<file path="src/rtl/divider8_seq.sv">
// Signed 8-bit restoring divider producing one quotient bit per clock.
// Uses a start/busy/done handshake and flags divide-by-zero and overflow.
module divider8_seq (
  input  logic       clk,
  input  logic       rst_n,
  input  logic       start,
  input  logic [7:0] a,
  input  logic [7:0] b,
  output logic [7:0] q,
  output logic [7:0] r,
  output logic       busy,
  output logic       done,
  output logic       dz,
  output logic       overflow
);

  typedef enum logic [1:0] {IDLE, CALC, FIX} state_t;

  state_t     state;
  logic       sign_a;
  logic       sign_b;
  logic       dz_pend;
  logic [7:0] mag_a;   // dividend bits leave at the MSB while quotient bits enter at the LSB
  logic [7:0] mag_b;
  logic [8:0] prem;
  logic [2:0] iter;

  logic [7:0] abs_a;
  logic [7:0] abs_b;
  logic [9:0] shifted;
  logic [9:0] trial;
  logic       q_neg;
  logic [7:0] q_fix;
  logic [7:0] r_fix;
  logic [7:0] a_back;

  always_comb begin
    abs_a   = a[7] ? (~a + 8'd1) : a;
    abs_b   = b[7] ? (~b + 8'd1) : b;
    shifted = {prem, mag_a[7]};
    trial   = shifted - {2'b00, mag_b};
    q_neg   = sign_a ^ sign_b;
    q_fix   = q_neg ? (~mag_a + 8'd1) : mag_a;
    r_fix   = sign_a ? (~prem[7:0] + 8'd1) : prem[7:0];
    // mag_a still holds |a| on the divide-by-zero path, so a is rebuilt from it
    a_back  = sign_a ? (~mag_a + 8'd1) : mag_a;
  end

  always_ff @(posedge clk or negedge rst_n) begin
    if (!rst_n) begin
      state    <= IDLE;
      sign_a   <= 1'b0;
      sign_b   <= 1'b0;
      dz_pend  <= 1'b0;
      mag_a    <= '0;
      mag_b    <= '0;
      prem     <= '0;
      iter     <= '0;
      q        <= '0;
      r        <= '0;
      busy     <= 1'b0;
      done     <= 1'b0;
      dz       <= 1'b0;
      overflow <= 1'b0;
    end else begin
      done <= 1'b0;
      case (state)
        IDLE: begin
          if (start) begin
            sign_a  <= a[7];
            sign_b  <= b[7];
            mag_a   <= abs_a;
            mag_b   <= abs_b;
            prem    <= '0;
            iter    <= '0;
            dz_pend <= (b == 8'h00);
            busy    <= 1'b1;
            state   <= (b == 8'h00) ? FIX : CALC;
          end
        end
        CALC: begin
          prem  <= trial[9] ? shifted[8:0] : trial[8:0];
          mag_a <= {mag_a[6:0], ~trial[9]};
          iter  <= iter + 3'd1;
          if (iter == 3'd7) begin
            state <= FIX;
          end
        end
        FIX: begin
          if (dz_pend) begin
            q        <= 8'hFF;
            r        <= a_back;
            dz       <= 1'b1;
            overflow <= 1'b0;
          end else begin
            q        <= q_fix;
            r        <= r_fix;
            dz       <= 1'b0;
            // a positive quotient magnitude of 128 only arises from -128 / -1
            overflow <= ~q_neg & mag_a[7];
          end
          done  <= 1'b1;
          busy  <= 1'b0;
          state <= IDLE;
        end
        default: state <= IDLE;
      endcase
    end
  end

endmodule

</file>
<file path="config.mk">
export PLATFORM = sky130hd
export DESIGN_NAME = divider8_seq
export DESIGN_NICKNAME = d
export VERILOG_FILES = /design/src/rtl/divider8_seq.sv
export SDC_FILE = /design/constraint.sdc
export NUM_CORES = 1
export LEC_CHECK = 0
export CORE_UTILIZATION = 55
export DETAILED_ROUTE_END_ITERATION = 8
export GPL_ROUTABILITY_DRIVEN = 0
export PLACE_DENSITY_LB_ADDON = 0.1
export SLEW_MARGIN = 0
export SYNTH_ARGS = -nofsm -noshare
export SYNTH_HDL_FRONTEND = slang
export SYNTH_SLANG_ARGS = --single-unit
</file>
<file path="constraint.sdc">
create_clock -name clk -period 3 [get_ports clk]
set_input_delay 0.45 -clock clk [delete_from_list [all_inputs] [get_ports clk]]
set_output_delay 0.45 -clock clk [all_outputs]
set_load 0.1 [all_outputs]
</file>
==> results.md, run 1 <==
- The worst path meets setup with 0.457 ns of slack.
- The post-synthesis sequential area ratio is 0.404.
- Clock-pin slew was measured on the worst setup and hold paths at 0.10 ns.
- The global-route wire length before repair is about 12 mm.
- The total DRC errors in the routed layout is 0.
- The number of setup violations in the final report is 0.
- The via count of the first global-routing pass is 2497.
- The maximum achievable frequency is 0.393 GHz.
- Yosys printed 0 warnings.
- The flow ran to the end, and the final reports show no timing, DRC or antenna violations.
- Ranked by instance count, the synthesized netlist is headed by nand2_1, dfrtp_1, o21ai_0.
- The clock root buffer is clkbuf_8.
- The worst pin sits at a relative slew slack of 0.453.
- The overall die area is approximately 0.0063 mm2.
- The core region area is ~0.0056 mm2.
- For this run, asynchronously set or reset flops after synthesis account for 1.00.
- The total number of nets in the final design is between 400 and 500.
- The layout overhead on the synthesized area is 13.5%.
- The most used routing layer in global routing is met2.
- After detailed routing, the average wire length per cell comes to 14.8 um.
- The smallest clock period supported by the final layout is computed as ~2.5 ns.
- The synthesized design spends more area on one cell type than any other, namely dfrtp_1.
- The synthesized design contains 53 register bits.
- The number of nets in the synthesized netlist is roughly 400.
- In this run the number of H-tree levels came out at 2.
- The fraction of met1 tracks used by global routing is 0.344.
- The number of port buffers is 38.
- The initial antenna violation count is 0.
- The number of standard-cell rows in the floorplan is 27.
- For this configuration, the core starts out at a cell density of 0.582.
- The final count of pins violating max slew is 0.
- The actual slew at the worst max-slew pin is 0.818 ns.
- In this run the vertical extent of the chip is 79.3 um.
- The share of synthesized area in the top cell type comes to 0.404.
- The mapped cell area is 0.00328 mm2.
- The maximum number of pins on one net before global-route repair is 39.
- The share of the clock period used by the worst path after layout is 0.848.
- The top-level I/O count is 39.
- The met2 usage in global routing is 0.384.
- In the post-synthesis netlist, the cell with the most instances is nand2_1.
- The worst slack after detailed placement is 0.474 ns.
- The post-cts sizing count is 0.
- After detailed routing, the total wire length is 6.98 mm.
- The final antenna diode count is 0.
- Detailed routing inserted a total of 2668 vias.
- The overall track demand over capacity in global routing is 0.243.
- Global routing finished with a remaining overflow of 0.
- The number of standard cells after synthesis is 368.
- The critical path data arrival time is 2.75 ns.
- The total of fill cells in the finished design is 503.
- After the first detailed-routing iteration, the DRC count stood at 187.
- The worst min-delay path class is in2async.
- For this design, the CTS-stage hold fixing added 0 buffers.
- The dominant register cell in the synthesized netlist is dfrtp_1.
- Summed over all failing endpoints, the final setup total negative slack is 0 ns.
- In this run, CTS created clock tree buffers numbering 5.
- For the final database, setup skew stands at 0.00803 ns.
- Max-cap violations in this run came to 0.
- The unique cell type count in the Yosys netlist is 52.
- The latest clock arrival within the worst-skew pair is just over 0.3 ns.
- TritonCTS built the clock tree.
- No sink is reached through more buffers than the 2 on the longest clock path.
- The number of buffers inserted to repair setup after CTS is 0.
- Once detail routing completed, the nets flagged for antenna violations numbered 0.
- Sorting the synthesized cells by area gives the leading types as dfrtp_1, nand2_1, ha_1.
- The worst setup path is captured at a register.
- The final hold violation count is 0.
- The CTS sink count is between 50 and 60.
- Setup repair after global routing left no endpoint under its margin.
- The share of layout cells above drive strength 1 is 0.113.
- In the global route stage, met3 resource usage came out at 0.0391.
- The x dimension of the die is 79.3 um.
- The worst setup path is of the reg2reg kind.
- The routed via count divided by cell count is ~5.7.
- The first detailed-routing pass took 4 iterations.
- Averaged over all synthesized cells, the footprint is a little under 9 um2.
- The number of enable-type register cells in the synthesized netlist is 0.
- The HPWL after detailed placement is approximately 5.3 mm.
- Of all nets on the critical path, the largest fanout is 12.
- The worst path required time is 3.21 ns.
- STA classifies the critical path startpoint as a register.
==> layout by cell type (no fill, tap or decap), types with 14 or more instances in the layout <==
cell,n
nand2_1,55
dfrtp_1,53
inv_1,21
xor2_1,19
nand3_1,14
a21oi_1,19
buf_4,26
clkdlybuf4s50_1,17
nor2_1,24
ha_1,14
o21ai_0,26
==> metal layers <==
metal	vias to the layer above	part of all wire	wire length, um
met5	-	0	0
met4	0	0.014	101
met3	9	0.033	227
met2	57	0.46	3230
met1	1258	0.49	3420
li1	1344	-	-
==> through the flow <==
| stage | std cells | hold WS [ns] | area, um2 | util |
|---|---|---|---|---|
| 2_1_floorplan | 368 | 0.154 | 3280 | - |
| 3_5_place_dp | 462 | 0.391 | 3640 | 0.645 |
| 5_1_grt | 470 | 0.0716 | 3720 | 0.660 |
| 6_report | 470 | 0.0429 | 3720 | 0.660 |
| 4_1_cts | 470 | 0.0556 | 3720 | 0.660 |
| 3_3_place_gp | 462 | 0.386 | 3640 | 0.645 |
==> sequential cells by signal, indices dropped and copies added, names as in the netlist <==
register / flops
dz_pend: 1
overflow: 1
prem: 9
r: 8
iter: 3
sign_a: 1
done: 1
mag_b: 8
mag_a: 8
dz: 1
q: 8
sign_b: 1
busy: 1
state: 2
==> area by class of cell <==
cell class	instances	area, um2	area share
tap	72	90.1	0.0242
clock inverter	1	7.51	0.00202
clock buffer	7	76.3	0.0205
multi-input combinational	272	1780	0.477
timing repair buffer	44	370	0.0994
sequential	53	1330	0.356
inverter	21	78.8	0.0212
==> worst max-delay path, stage by stage, from the launching register on <==
cell and delay [ns]:
dfrtp_1 0.46, ha_1 0.29, nor2b_1 0.14, o2111ai_1 0.28, a31oi_1 0.14, or3_1 0.49, and2_1 0.32, a221o_1 0.31
==> cell families after synthesis <==
kind of cell / synth area share
AO/OA/AOI/OAI: 0.186
XOR/XNOR: 0.0827
adder cells (fa/ha/maj): 0.0595
buffers and inverters: 0.0553
flip-flops: 0.404
multiplexers: 0.0206
AND/OR/NAND/NOR: 0.192
==> final timing paths <==
| check | from | to | slack (ns) | cells past startpoint |
|---|---|---|---|---|
| hold / removal | rst_n | prem[7]$_DFFE_PN0P_ | 0.04 | 1 |
| setup / recovery | prem[0]$_DFFE_PN0P_ | mag_a[0]$_DFFE_PN0P_ | 0.46 | 7 |
| hold reg to reg | mag_b[3]$_DFFE_PN0P_ | mag_b[3]$_DFFE_PN0P_ | 0.49 | 2 |
| max in group asynchronous | rst_n | dz_pend$_DFFE_PN0P_ | 2.14 | 2 |
| min in group clk | mag_b[3]$_DFFE_PN0P_ | mag_b[3]$_DFFE_PN0P_ | 0.49 | 2 |
| setup reg to reg | prem[0]$_DFFE_PN0P_ | mag_a[0]$_DFFE_PN0P_ | 0.46 | 7 |
Power of run 1 is not shown: default switching activity piles up to over one toggle a cycle in this logic, so the estimate is an artifact.
==> run 2: changes to the inputs <==
Clock period 3 ns to 2.6 ns, I/O delays scaled along.
==> run 2 against run 1 <==
  * Core utilization rose by 1.7 points
  * Fmax rose by 2.4%
  * Clock-buffer cell count fell by 1
  * Critical path depth rose by 1
  * Non-clock buffer count rose by 8
  * Clock skew fell by 0.0017 ns
  * Critical endpoint unchanged
  * Final cell count rose by 1.7%
  * Via count rose by 3.1%
  * Critical path type unchanged
  * Flip-flop and latch count did not move
  * Worst setup slack got worse by 0.34 ns
  * Global-route usage rose by 0.23 points
  * Die area did not move
==> results.md, run 2 (synthesis results as in run 1) <==
- The top-level I/O count came to 39 (unchanged).
- The global-route wire length before repair came to 11.9 mm (+0.35%).
- The latest clock arrival within the worst-skew pair is 0.31 ns (about the same).
- The number of port buffers came to 38 (unchanged).
- The most common cell after layout, fill and taps aside is nand2_1.
- The run finished with clean final reports.
- The quantity of hold-fixing buffers added after cts is 0 (unchanged).
- The routed via count divided by cell count was 5.76 (+1.4%).
- The final hold violation count is 0 (unchanged).
- The CTS sink count is 53 (unchanged).
- The total of fill cells in the finished design is 479 (-4.8%).
- The total DRC errors in the routed layout is 0 (unchanged).
- The final count of pins violating max slew is 0 (unchanged).
- The final global-route overflow total came to 0 (unchanged).
- The clock-pin slew on the worst setup and hold paths is 0.10 ns (about the same).
- The max-cap violation count is 0 (unchanged).
- The maximum fanout along the worst path came to 9 (-3).
- The post-cts sizing count is 0 (unchanged).
- The count of H-tree levels built during CTS is 2 (unchanged).
- The overall die height came to 79.3 um (unchanged).
- STA classifies the critical path startpoint as a register.
- The number of setup violations in the final report is 0 (unchanged).
- Leaving out fill and tap cells, the most frequent cells in the layout are nand2_1, dfrtp_1, buf_4, o21ai_0, nor2_1.
- The critical path data arrival time was 2.68 ns (-0.07 ns).
- The multi-input logic area is 0.00178 mm2 (unchanged).
- The total number of nets in the final design came to 439 (+1.9%).
- The register cell area after layout was 0.00133 mm2 (unchanged).
- The overall track demand over capacity in global routing was 0.245 (+0.00235).
- The number of flip-flops in the largest register came to 9 (unchanged).
- The maximum number of pins on one net before global-route repair is 54 (+38%).
- The worst setup path category is reg2reg.
- Setup repair after global routing left no endpoint under its margin.
- The number of nets with antenna violations after routing is 0 (unchanged).
- The first-pass iteration count of the detailed router is 4 (unchanged).
- The number of buffers created by CTS is 5 (unchanged).
- The clock root buffer is clkbuf_8.
- The worst path required time is 2.80 ns (-0.41 ns).
- The launch point of the worst reg-to-reg path is mag_b[1]$_DFFE_PN0P_.
- The capturing point of the worst reg2reg path is mag_a[0]$_DFFE_PN0P_.
- The overall die area is 0.00628 mm2 (unchanged).
- The clock tree from TritonCTS is built.
- The actual slew at the worst max-slew pin was 0.868 ns (+0.0499 ns).
- The maximum achievable frequency is 0.403 GHz (+2.4%).
- The path class of the tightest hold or removal check is in2async.
- The x dimension of the die came to 79.3 um (unchanged).
- The routed length per placed instance is 14.7 um (-1.1%).
- The starting DRC count in detailed routing is 207 (+11%).
- STA classifies the critical path endpoint as a register.
- The number of cells on the worst reg-to-reg path was 8 (+1).
- The overall via count from detail_route is 2751 (+3.1%).
- The tightest slew margin relative to the limit is 0.419 (-0.0334).
- The core region area is 0.00564 mm2 (unchanged).
- The register with the most flip-flops is prem.
- The initial antenna violation count was 0 (unchanged).
- The share of the clock period used by the worst path after layout was 0.955 (+0.107).
- The HPWL after detailed placement is 5.32 mm (about the same).
- The wire length reported by the detailed router came to 7.02 mm (+0.59%).
- The worst-case clock skew came to 0.00629 ns (-0.00174 ns).
- The number of buffers inserted to repair setup after CTS is 0 (unchanged).
- The share of layout cells above drive strength 1 is 0.135 (+0.0224).
- The setup slack of the worst register-to-register path was 0.12 ns (-0.34 ns).
- The starting utilization of the core area is 0.582 (unchanged).
- The time the worst path needs with I/O delays and setup is 2.48 ns (-0.0601 ns).
- From synthesis to final layout, the design area changed by 16.4%.
- The via count of the first global-routing pass is 2464 (-1.3%).
- The accumulated negative setup slack came to 0 ns (unchanged).
- The number of standard-cell rows in the floorplan is 27 (unchanged).
- The maximum root-to-sink buffer count was 2 (unchanged).
- The final antenna diode count is 0 (unchanged).
==> run 2: metrics by stage <==
step	worst slack, ns	instances	util	hold slack, ns	cell area, um2
2_1_floorplan	0.408	368	-	0.0944	3280
3_3_place_gp	0.236	470	0.656	0.461	3700
3_5_place_dp	0.168	470	0.656	0.471	3700
4_1_cts	0.140	478	0.677	0.213	3820
5_1_grt	0.00656	478	0.677	0.265	3820
6_report	0.117	478	0.677	0.177	3820
==> run 2: worst max-delay path by stage <==
| stage | start | end | slack, ns | cells past startpoint |
|---|---|---|---|---|
| final | mag_b[1]$_DFFE_PN0P_ | mag_a[0]$_DFFE_PN0P_ | 0.12 | 8 |
| after global routing | mag_a[7]$_DFFE_PN0P_ | prem[8]$_DFFE_PN0P_ | 0.007 | 10 |
| after CTS | mag_b[1]$_DFFE_PN0P_ | mag_a[0]$_DFFE_PN0P_ | 0.14 | 8 |
| after detailed placement | mag_b[1]$_DFFE_PN0P_ | mag_a[0]$_DFFE_PN0P_ | 0.17 | 8 |
| after global placement | mag_b[1]$_DFFE_PN0P_ | mag_a[0]$_DFFE_PN0P_ | 0.24 | 8 |
| after floorplan | prem[0]$_DFFE_PN0P_ | mag_a[0]$_DFFE_PN0P_ | 0.41 | 8 |
==> run 2: layout make-up <==
cell class / instances / share of cell area
Clock buffer: 6 / 0.0216
Inverter: 21 / 0.0206
Timing Repair Buffer: 52 / 0.113
Sequential cell: 53 / 0.347
Multi-Input combinational cell: 272 / 0.465
Tap cell: 72 / 0.0236
Clock inverter: 2 / 0.00982
==> run 2: worst max-delay path, stage by stage (launching register included) <==
cell	delay [ns]
dfrtp_1	0.39
inv_1	0.10
ha_1	0.23
nor2b_1	0.14
o2111ai_1	0.29
a31oi_1	0.14
or3_1	0.44
and2_1	0.31
a221o_1	0.32
==> run 2: routing by layer <==
metal	track usage	wire length (um)
met3	0.0391	344
met5	0	0
met2	0.388	3250
met4	0.0545	63
met1	0.352	3360
Power of run 2 is left out for the same reason.
==> run 3: changes to the inputs <==
Settings changed: MAX_ROUTING_LAYER from default to met4.
==> run 3 against run 2 <==
  * Non-clock buffer count unchanged
  * Core utilization did not move
  * Critical path type unchanged
  * Flip-flop and latch count unchanged
  * Clock-buffer cell count is the same
  * Worst setup slack worse by 0.0061 ns
==> results.md, run 3 (synthesis results as in run 1) <==
- The flow ran to the end, and the final reports show no timing, DRC or antenna violations.
- The starting utilization of the core area was 0.582 (unchanged).
- The max-cap violation count came to 0 (unchanged).
- The number of buffers inserted to repair setup after CTS is 0 (unchanged).
- The global-route wire length before repair is 11.8 mm (-0.35%).
- The number of setup violations in the final report is 0 (unchanged).
- The via count of the first global-routing pass is 2466 (+0.081%).
- The time the worst path needs with I/O delays and setup was 2.49 ns (+0.00614 ns).
- The maximum fanout along the worst path is 9 (unchanged).
- The number of placed cells counting well taps is 470 (unchanged).
- The register with the most flip-flops is prem.
- The core region area is 0.00564 mm2 (unchanged).
- The final hold violation count is 0 (unchanged).
- Setup repair after global routing left no endpoint under its margin.
- The number of standard-cell rows in the floorplan was 27 (unchanged).
- The maximum achievable frequency is 0.402 GHz (-0.25%).
- The worst setup path category is reg2reg.
- The tightest slew margin relative to the limit is 0.445 (+0.0258).
- The initial antenna violation count came to 0 (unchanged).
- The post-cts sizing count was 0 (unchanged).
- The number of nets with antenna violations after routing is 0 (unchanged).
- The final design utilization came to 0.677 (unchanged).
- The routed length per placed instance is 14.7 um (+0.17%).
- The share of layout cells above drive strength 1 was 0.135 (unchanged).
- Leaving out fill and tap cells, the most frequent cell in the layout is nand2_1.
- The layout overhead on the synthesized area was 16.4% (unchanged).
- The top-level I/O count is 39 (unchanged).
- The total DRC errors in the routed layout is 0 (unchanged).
- The final count of pins violating max slew is 0 (unchanged).
- The endpoint class of the critical path is a register.
- The x dimension of the die was 79.3 um (unchanged).
- The number of port buffers is 38 (unchanged).
- The maximum number of pins on one net before global-route repair is 54 (unchanged).
- The non-filler instance count after layout is 478 (unchanged).
- TritonCTS built the clock tree.
- The first-pass iteration count of the detailed router was 4 (unchanged).
- The final global-route overflow total is 0 (unchanged).
- The accumulated negative setup slack is 0 ns (unchanged).
- The overall via count from detail_route is 2769 (+0.65%).
- The worst-case clock skew came to 0.00587 ns (-0.000415 ns).
- The CTS sink count is 53 (unchanged).
- The overall track demand over capacity in global routing came to 0.251 (+0.00609).
- The path class of the tightest hold or removal check is in2async.
- The number of buffers created by CTS is 5 (unchanged).
- The library cells used most frequently in the layout, excluding fill and tap cells, are nand2_1, dfrtp_1, buf_4, o21ai_0, nor2_1.
- The total number of nets in the final design is 439 (unchanged).
- The count of H-tree levels built during CTS is 2 (unchanged).
- The HPWL after detailed placement is 5.32 mm (unchanged).
- The wire length reported by the detailed router is 7.03 mm (+0.17%).
- The starting DRC count in detailed routing is 217 (+4.8%).
- The latest clock arrival within the worst-skew pair is 0.31 ns (about the same).
- The share of the clock period used by the worst path after layout came to 0.957 (+0.00236).
- The routed via count divided by cell count came to 5.79 (+0.65%).
- The overall die area is 0.00628 mm2 (unchanged).
- The number of flip-flops in the largest register came to 9 (unchanged).
- The final antenna diode count is 0 (unchanged).
- In this run the clock root is driven by a clkbuf_8.
- The critical path data arrival time was 2.69 ns (about the same).
- The actual slew at the worst max-slew pin was 0.829 ns (-0.0386 ns).
- The total of fill cells in the finished design was 479 (unchanged).
- The worst path required time is 2.80 ns (about the same).
- The quantity of hold-fixing buffers added after cts was 0 (unchanged).
- The maximum root-to-sink buffer count was 2 (unchanged).
- The clock-pin slew on the worst setup and hold paths is 0.10 ns (about the same).
- The number of cells on the worst reg-to-reg path is 8 (unchanged).
- The worst setup path is launched from a register.
- The overall die height is 79.3 um (unchanged).
[run 3: cell counts in the layout (fill, tap and decap cells not counted)]
No cell type changed its count.
[run 3: through the flow]
step	cell area [um2]	hold slack, ns	setup WS, ns
global route	3820	0.266	0.00682
CTS	3820	0.213	0.140
detailed placement	3700	0.471	0.168
finish	3820	0.180	0.111
global placement	3700	0.461	0.236
floorplan	3280	0.0944	0.408
[run 3: final cells by class]
class | instances | area [um2] | area share
Multi-Input combinational cell | 272 | 1780 | 0.465
Sequential cell | 53 | 1330 | 0.347
Timing Repair Buffer | 52 | 430 | 0.113
Tap cell | 72 | 90.1 | 0.0236
Clock buffer | 6 | 82.6 | 0.0216
Inverter | 21 | 78.8 | 0.0206
Clock inverter | 2 | 37.5 | 0.00982
[run 3: worst paths after layout]
path	start	end	slack [ns]
max in group asynchronous	rst_n	q[1]$_DFFE_PN0P_	1.97
min in group clk	dz$_DFFE_PN0P_	dz$_DFFE_PN0P_	0.49
worst min-delay path	rst_n	r[3]$_DFFE_PN0P_	0.18
worst max register to register	mag_b[1]$_DFFE_PN0P_	mag_a[0]$_DFFE_PN0P_	0.11
worst min register to register	dz$_DFFE_PN0P_	dz$_DFFE_PN0P_	0.49
worst max-delay path	mag_b[1]$_DFFE_PN0P_	mag_a[0]$_DFFE_PN0P_	0.11
[run 3: metal layers]
metal	GRT usage	up-vias	routed length, um
met1	0.352	1320	3370
met4	0.0545	0	71
met3	0.0391	10	323
met2	0.386	71	3270
met5	-	-	0
li1	-	1368	-
[run 3: critical path: stages, from the launching register on]
cell	delay, ns
dfrtp_1	0.39
inv_1	0.11
ha_1	0.23
nor2b_1	0.14
o2111ai_1	0.29
a31oi_1	0.14
or3_1	0.45
and2_1	0.31
a221o_1	0.32
Power of run 3 is left out for the same reason.
